===== src/rtl/mod_step_counter_if.sv =====
// Counter control/status bundle: request side drives the strobes and bounds,
// counter side returns the count and flags.
`default_nettype none

interface mod_step_counter_if #(
  parameter int WIDTH = 5
);
  logic             en;
  logic             dir;
  logic [WIDTH-1:0] max;
  logic             load;
  logic [WIDTH-1:0] load_val;
  logic [WIDTH-1:0] count;
  logic             at_max;
  logic             at_zero;
  logic             wrap;

  modport master (
    output en, dir, max, load, load_val,
    input  count, at_max, at_zero, wrap
  );

  modport slave (
    input  en, dir, max, load, load_val,
    output count, at_max, at_zero, wrap
  );
endinterface

`default_nettype wire


===== src/rtl/mod_step_counter.sv =====
// Modulo step counter: programmable inclusive terminal value, up/down,
// parallel load with clamping, wrap or saturate at the bounds.
`default_nettype none

module mod_step_counter #(
  parameter int WIDTH    = 5,
  parameter int SATURATE = 0,
  parameter int EDGE_EN  = 1
) (
  input  wire logic         clock,
  input  wire logic         reset,
  mod_step_counter_if.slave bus
);

  logic             r_en_q;
  logic [WIDTH-1:0] r_count;
  logic             r_wrap;
  logic             w_step;
  logic [WIDTH-1:0] w_count_nxt;
  logic             w_wrap_nxt;

  generate
    if (EDGE_EN != 0) begin : g_edge_step
      assign w_step = bus.en & ~r_en_q;
    end else begin : g_level_step
      assign w_step = bus.en;
    end
  endgenerate

  always_comb begin
    w_count_nxt = r_count;
    w_wrap_nxt  = 1'b0;
    if (bus.load) begin
      w_count_nxt = (bus.load_val > bus.max) ? bus.max : bus.load_val;
    end else if (w_step) begin
      if (bus.dir) begin
        if (r_count < bus.max) begin
          w_count_nxt = r_count + 1'b1;
        end else if (SATURATE != 0) begin
          w_count_nxt = bus.max;
        end else begin
          w_count_nxt = '0;
          w_wrap_nxt  = 1'b1;
        end
      end else begin
        // A count left above a lowered max is pulled back rather than decremented.
        if (r_count > bus.max) begin
          w_count_nxt = bus.max;
        end else if (r_count != '0) begin
          w_count_nxt = r_count - 1'b1;
        end else if (SATURATE != 0) begin
          w_count_nxt = '0;
        end else begin
          w_count_nxt = bus.max;
          w_wrap_nxt  = 1'b1;
        end
      end
    end
  end

  // en history updates even under reset so a held en cannot fake an edge on release.
  always_ff @(posedge clock) begin
    r_en_q <= bus.en;
    if (reset) begin
      r_count <= '0;
      r_wrap  <= 1'b0;
    end else begin
      r_count <= w_count_nxt;
      r_wrap  <= w_wrap_nxt;
    end
  end

  assign bus.count   = r_count;
  assign bus.wrap    = r_wrap;
  assign bus.at_max  = (r_count >= bus.max);
  assign bus.at_zero = (r_count == '0);

endmodule

`default_nettype wire


===== src/flat_wrapper.sv =====
// flat-port wrapper written by rule: the top's interface ports become plain ports
module mod_step_counter_flat 
#(
  parameter int WIDTH    = 5,
  parameter int SATURATE = 0,
  parameter int EDGE_EN  = 1
)
  (clock, reset, bus_en, bus_dir, bus_max, bus_load, bus_load_val, bus_count, bus_at_max, bus_at_zero, bus_wrap);
  mod_step_counter_if #(.WIDTH(WIDTH)) bus_i ();
  input  wire logic clock;
  input  wire logic reset;
  input wire logic [$bits(bus_i.en)-1:0] bus_en;
  input wire logic [$bits(bus_i.dir)-1:0] bus_dir;
  input wire logic [$bits(bus_i.max)-1:0] bus_max;
  input wire logic [$bits(bus_i.load)-1:0] bus_load;
  input wire logic [$bits(bus_i.load_val)-1:0] bus_load_val;
  output wire logic [$bits(bus_i.count)-1:0] bus_count;
  output wire logic [$bits(bus_i.at_max)-1:0] bus_at_max;
  output wire logic [$bits(bus_i.at_zero)-1:0] bus_at_zero;
  output wire logic [$bits(bus_i.wrap)-1:0] bus_wrap;
  assign bus_i.en = bus_en;
  assign bus_i.dir = bus_dir;
  assign bus_i.max = bus_max;
  assign bus_i.load = bus_load;
  assign bus_i.load_val = bus_load_val;
  assign bus_count = bus_i.count;
  assign bus_at_max = bus_i.at_max;
  assign bus_at_zero = bus_i.at_zero;
  assign bus_wrap = bus_i.wrap;
  mod_step_counter #(.WIDTH(WIDTH), .SATURATE(SATURATE), .EDGE_EN(EDGE_EN)) u_core (.clock(clock), .reset(reset), .bus(bus_i));
endmodule

===== config.mk =====
export PLATFORM = sky130hd
export DESIGN_NAME = mod_step_counter_flat
export DESIGN_NICKNAME = d
export VERILOG_FILES = /design/src/rtl/mod_step_counter_if.sv /design/src/rtl/mod_step_counter.sv /design/src/flat_wrapper.sv
export SDC_FILE = /design/constraint.sdc
export NUM_CORES = 1
export LEC_CHECK = 0
export ABC_AREA = 1
export CORE_MARGIN = 4
export CORE_UTILIZATION = 45
export CTS_CLUSTER_SIZE = 24
export DETAILED_ROUTE_END_ITERATION = 16
export GPL_TIMING_DRIVEN = 0
export MAX_ROUTING_LAYER = met4
export PLACE_DENSITY = 0.75
export SETUP_SLACK_MARGIN = 0.4
export SLEW_MARGIN = 30
export SYNTH_ARGS = -nofsm -noshare
export SYNTH_HDL_FRONTEND = slang
export SYNTH_SLANG_ARGS = --single-unit

===== constraint.sdc =====
create_clock -name clock -period 1.4 [get_ports clock]
set_input_delay 0.28 -clock clock [delete_from_list [all_inputs] [get_ports clock]]
set_output_delay 0.28 -clock clock [all_outputs]
set_load 0.01 [all_outputs]

==> results of run 1 <==
==> worst register-to-register path, stage by stage (launching register included) <==
cell	delay (ns)
dfxtp_4	0.36
ha_4	0.28
nand2_4	0.05
nor2_4	0.13
nand2_2	0.09
nand3_4	0.12
nand2_4	0.11
nand2_1	0.08
nand2_1	0.06
nand2_1	0.06
nand2_1	0.05
nand2_1	0.07
a21oi_2	0.05
==> flip-flops by register name (all words and copies together), names as in the netlist <==
signal,count
u_core.bus.count,5
u_core.bus.wrap,1
u_core.r_en_q,1
==> repair_timing <==
action	in CTS	in global routing
buffers inserted	19	1
pin swaps	22	7
endpoints found under the setup margin	14	13
gates resized for setup	83	9
==> logic make-up after synthesis <==
kind of cell / after synthesis / share of synthesized area, %
AO/OA/AOI/OAI: 17 / 10.2
XOR/XNOR: 4 / 3.43
adder cells (fa/ha/maj): 12 / 14.7
buffers and inverters: 28 / 12.7
flip-flops: 7 / 13.7
AND/OR/NAND/NOR: 94 / 45.3
==> power by group <==
| group | internal, uW | leakage [uW] | switching (uW) |
|---|---|---|---|
| combinational | 386 | 0.000755 | 435 |
| clock | 109 | 0.0000150 | 79.8 |
| sequential | 219 | 0.0000611 | 26.4 |
| total | 715 | 0.000831 | 541 |
==> worst min-delay path by stage <==
stage | start | endpoint | slack (ns)
after floorplan | bus_en | u_core.r_en_q | 0.31
after global placement | u_core.bus.count[0] | u_core.bus.count[0] | 0.59
after detailed placement | u_core.bus.count[0] | u_core.bus.count[0] | 0.59
after CTS | bus_load | u_core.bus.count[3] | 0.34
after global routing | bus_load | u_core.bus.count[3] | 0.35
final | bus_load | u_core.bus.count[3] | 0.35
==> stage by stage <==
step / std cells / TNS, ns / hold WS (ns)
after detailed placement: 210 / -5.65 / 0.590
after floorplan: 162 / -0.268 / 0.308
final: 234 / -1.60 / 0.351
after global routing: 234 / -2.17 / 0.353
after global placement: 210 / -5.46 / 0.587
after CTS: 233 / -1.45 / 0.341
==> placed cells by master (no fill, tap or decap), types with 2 or more instances in the layout <==
master,netlist,layout
nand2_2,5,8
nor2_1,23,19
dfxtp_1,7,2
xor2_1,4,4
clkdlybuf4s50_1,0,3
nand2_4,2,5
inv_2,2,7
nor2_2,1,5
dfxtp_4,0,5
ha_4,0,9
o21ai_1,4,3
clkbuf_4,0,3
buf_6,1,14
o21ai_0,5,5
a21oi_1,3,2
a21oi_2,5,6
ha_1,12,3
nor2_4,2,2
nand3_1,13,12
buf_2,0,5
inv_1,22,15
dlygate4sd2_1,0,6
buf_12,0,2
nand2_1,41,35
buf_4,1,11
nand3_2,2,3
nand4_1,2,2
==> final cells by class <==
type | instances | area [um2] | share of cell area, %
timing repair buffer | 41 | 385 | 23.2
multi-input combinational | 127 | 917 | 55.3
sequential | 7 | 159 | 9.58
tap | 27 | 33.8 | 2.04
inverter | 26 | 119 | 7.16
clock buffer | 4 | 26.3 | 1.58
buffer | 2 | 18.8 | 1.13
==> per-layer routing <==
metal | GRT usage (%) | wire [um]
met1 | 21.6 | 1340
met2 | 39.0 | 1770
met3 | 5.80 | 231
met4 | 8.68 | 91
met5 | - | 0
==> run metrics, run 1 <==
Routed Antenna Nets 0; HP Class primary input to register; I/O pin cnt 23; Critical Path Stages 6; Synth top cells by count nand2_1 (41), nor2_1 (23), inv_1 (22); total die area 3100 um2; status finished with violations; fin crit period 1.65 ns; FF-to-FF End u_core.bus.count[2]; post-layout util 80.5%; Cell Chain, Critical Path ha_4, nand2_4, nor2_4, nand2_4, nand4_1, buf_2; Worst Setup Start Kind register; vias after detailed routing 1219; Sink Count 7; area leader, netlist nand2_1; hold_buf cts 0; CP peak stage delay 0.36 ns; r2r worst-path depth 12; cell family with most CP delay flip-flops; ys flop type dfxtp_1; Tot GR Track Use 21.5%; Worst Path Buf+Inv 1; DP HPWL 2050 um; post-synthesis sequential area ratio 13.7%; Die H 55.7 um; Area growth syn-to-layout 62.3%; CTS clk-pin slew, worst paths 0.06 ns; max-capacitance violation count 0; Syn Nets 189; RSZ-0062 raised after global routing yes; number of global-route vias before repair 1194; final worst path period share 118%; Peak VDD IR 0.000718 V; Post-synth EDFFs 0; FF-to-FF Start u_core.bus.count[2]; dpl ws -0.965 ns; Least-Margin Pin Slew 0.413 ns; Ys Warns 0; Worst setup EP type primary output; Crit Path Class register to primary output; Yosys top cell area share 15.1%; required time of the critical path 1.12 ns; Avg Inst Size Synth 6.31 um2; row count 16; pwr/cell area 757 nW/um2; routed wire length 3430 um; IO buf count 21; htree depth 1; drt drc 0; Initial Utilization 49.6%; CTS buffer count 3; Critical Path Most Common Cell nand2_4; n_diodes 0; most frequent cell after synthesis nand2_1; via density per instance 5.21; layout cells sized above 1 44.9%; synth top area cells nand2_1 (15%), ha_1 (15%), dfxtp_1 (14%); Fmax 606 MHz; asr flop ratio synth 0%; drt pass-1 iters 4; global placement routability congestion 0.876; fill count 145; Clock Skews 0.00281 ns; wire per inst 14.6 um; Post-Syn Area 1020 um2; initial antenna violation count 0; crit path max fanout 4; core area 2060 um2; failing checks setup timing; die width 55.7 um; Final Hold Fails 0; first-pass GRT wire length 5100 um; Reg2Reg Setup Slack -0.23 ns; drt first-iter violations 32; Critical Path Start u_core.bus.count[2]; largest net degree at the start of global routing 10; Min-Delay Path Depth 4; crit path to bus_at_max; CP arrival 1.37 ns; synthesis-stage register bit count 7; Root Driver clkbuf_4; Static Leak 0.000831 uW; endpoints failing setup 8; grt ovf 0; Clock Path Buffers 2; final instance area 1660 um2; CP max stage cell dfxtp_4; clk_lat worst skew 0.25 ns; count of cell types in the netlist 25; Worst Slack Setup Final -0.250 ns; DP Area 1350 um2; Synth Instances 162; nets 235; Final Max Tran Viols 0; Max-slew headroom 72.3%; overall power 1260 uW; TritonCTS clock tree built
Note: power is estimated with default switching activity, not from simulation.
==> run 2, diff against run 1 <==
Settings changed: CELL_PAD_IN_SITES_DETAIL_PLACEMENT set to 2, CELL_PAD_IN_SITES_GLOBAL_PLACEMENT set to 2, CORE_UTILIZATION 45 to 23, PLACE_DENSITY 0.75 to 0.73, SLEW_MARGIN 30 to 5.
==> run 2 against run 1 <==
Against the previous run: the flow still finishes with violations (setup timing); critical endpoint is now u_core.bus.count[4]; sequential power about the same; fmax down 7.2%; largest power group unchanged; critical path depth increased by 5; worst hold slack improved by 0.064 ns; combinational power grew 27%; die area up 80%; clock-buffer cell count did not move; flip-flop and latch count stayed put; clock power rose by 51%; first-iteration DRC count grew 3.1%; utilization shrank 35 points; clock skew is 0.0032 ns higher.
==> run metrics, run 2 (synthesized netlist as in run 1, its figures left out) <==
DP HPWL 3060 um; drt first-iter violations 33; drt drc 0; largest net degree at the start of global routing 10; status finished with violations; Die H 74.7 um; final instance area 1870 um2; htree depth 1; nets 239; Worst Setup Start Kind register; Routed Antenna Nets 0; wire per inst 19.9 um; DP Area 1380 um2; drt pass-1 iters 4; Root Driver clkbuf_8; Tot GR Track Use 18.5%; DR top layer met4; layout cells sized above 1 58.8%; clk_lat worst skew 0.23 ns; number of global-route vias before repair 1473; routed wire length 5190 um; Clock Path Buffers 2; global placement routability congestion 0.792; max reg flops 5; Cells after DPL 233; overall power 1570 uW; CTS clk-pin slew, worst paths 0.04 ns; IO buf count 21; n_diodes 0; Initial Utilization 24.7%; grt ovf 0; Final Max Tran Viols 0; Crit Path Class register to register; required time of the critical path 1.51 ns; initial antenna violation count 0; core area 4140 um2; hold_buf cts 0; die width 74.7 um; Worst Path Buf+Inv 1; pwr/cell area 837 nW/um2; Area growth syn-to-layout 83.2%; Max-slew headroom 78.1%; M1 WL 2120 um; HP Class primary input to register; WHS 0.416 ns; CP arrival 1.88 ns; I/O pin cnt 23; failing checks setup timing; Fmax 563 MHz; final worst path period share 127%; crit path max fanout 5; row count 23; Sink Count 7; Least-Margin Pin Slew 0.325 ns; Clock Skews 0.00605 ns; CP max stage cell dfxtp_4; CP peak stage delay 0.35 ns; fin crit period 1.78 ns; CTS buffer count 3; metal3 WL 139 um; Worst setup EP type register; Worst Slack Setup Final -0.378 ns; total die area 5570 um2; vias after detailed routing 1287; TritonCTS clock tree built; max-capacitance violation count 0; via density per instance 4.93; commonest non-fill, non-tap cells in the layout nand2_2 (24), buf_4 (17), nand2_1 (16), nor2_1 (16), inv_1 (14); RSZ-0062 raised after global routing yes; met2 routed WL 2820 um; first-pass GRT wire length 7400 um; Static Leak 0.000887 uW; most common cell after layout, fill and taps aside nand2_2; Final Instance Count excl. Fillers 261; Cell Chain, Critical Path ha_4, nand2_4, nor2_4, nand2_2, nand3_4, buf_6, nor2_2, nor2_1, nor2_1, nand2_2, a21oi_2; Final Hold Fails 0; cell family with most CP delay simple AND/OR/NAND/NOR gates; Reg2Reg Setup Slack -0.38 ns; post-layout util 45.2%; endpoints failing setup 8; Peak VDD IR 0.000403 V
run 2: changes by cell type in the layout (fill, tap and decap cells not counted), sizes merged:
cell           before  now
clkdlybuf4s15       1    4
buf                32   37
clkbuf              5    4
dlygate4sd2         6    3
run 2: final timing paths:
kind                                           from             endpoint  cells after the start
worst max-delay path            u_core.bus.count[2]  u_core.bus.count[4]                     11
worst min-delay path                       bus_load  u_core.bus.count[3]                      4
worst max register to register  u_core.bus.count[2]  u_core.bus.count[4]                     11
worst min register to register        u_core.r_en_q      u_core.bus.wrap                      5
run 2: cell type report:
| cell class | instances | area (um2) |
|---|---|---|
| Fill cell | 489 | 2270 |
| Buffer | 2 | 18.8 |
| Clock buffer | 4 | 45.0 |
| Sequential cell | 7 | 159 |
| Inverter | 26 | 131 |
| Tap cell | 50 | 62.6 |
| Timing Repair Buffer | 45 | 418 |
| Multi-Input combinational cell | 127 | 1040 |
run 2: per-stage QoR:
step                      worst slack, ns  TNS (ns)
after detailed placement           -0.999     -6.25
after CTS                          -0.248     -1.49
after floorplan                   -0.0586    -0.268
after global routing               -0.440     -2.89
final                              -0.378     -2.23
after global placement             -0.978     -5.80
run 2: timing repair:
item	4_1_cts	5_1_grt
setup buffers	21	3
hold endpoints to repair	0	0
resized for setup	93	43
setup endpoints to repair	14	13
pin swaps	26	26
run 2: report_power, final:
part,internal (uW),switching (uW),total [uW]
combinational,464,571,1040
clock,197,87.8,285
sequential,220,27.8,248
total,881,687,1570
run 2: worst reg2reg max path: stages (launching register included):
cell and delay [ns]:
dfxtp_4 0.35, ha_4 0.30, nand2_4 0.06, nor2_4 0.15, nand2_2 0.10, nand3_4 0.15, buf_6 0.13, nor2_2 0.03
nor2_1 0.16, nor2_1 0.10, nand2_2 0.09, a21oi_2 0.05
run 2: per-layer routing:
layer | vias up | track usage [%]
li1 | 618 | -
met1 | 631 | 18.9
met2 | 30 | 35.8
met3 | 8 | 2.67
met4 | 0 | 5.53
met5 | - | -
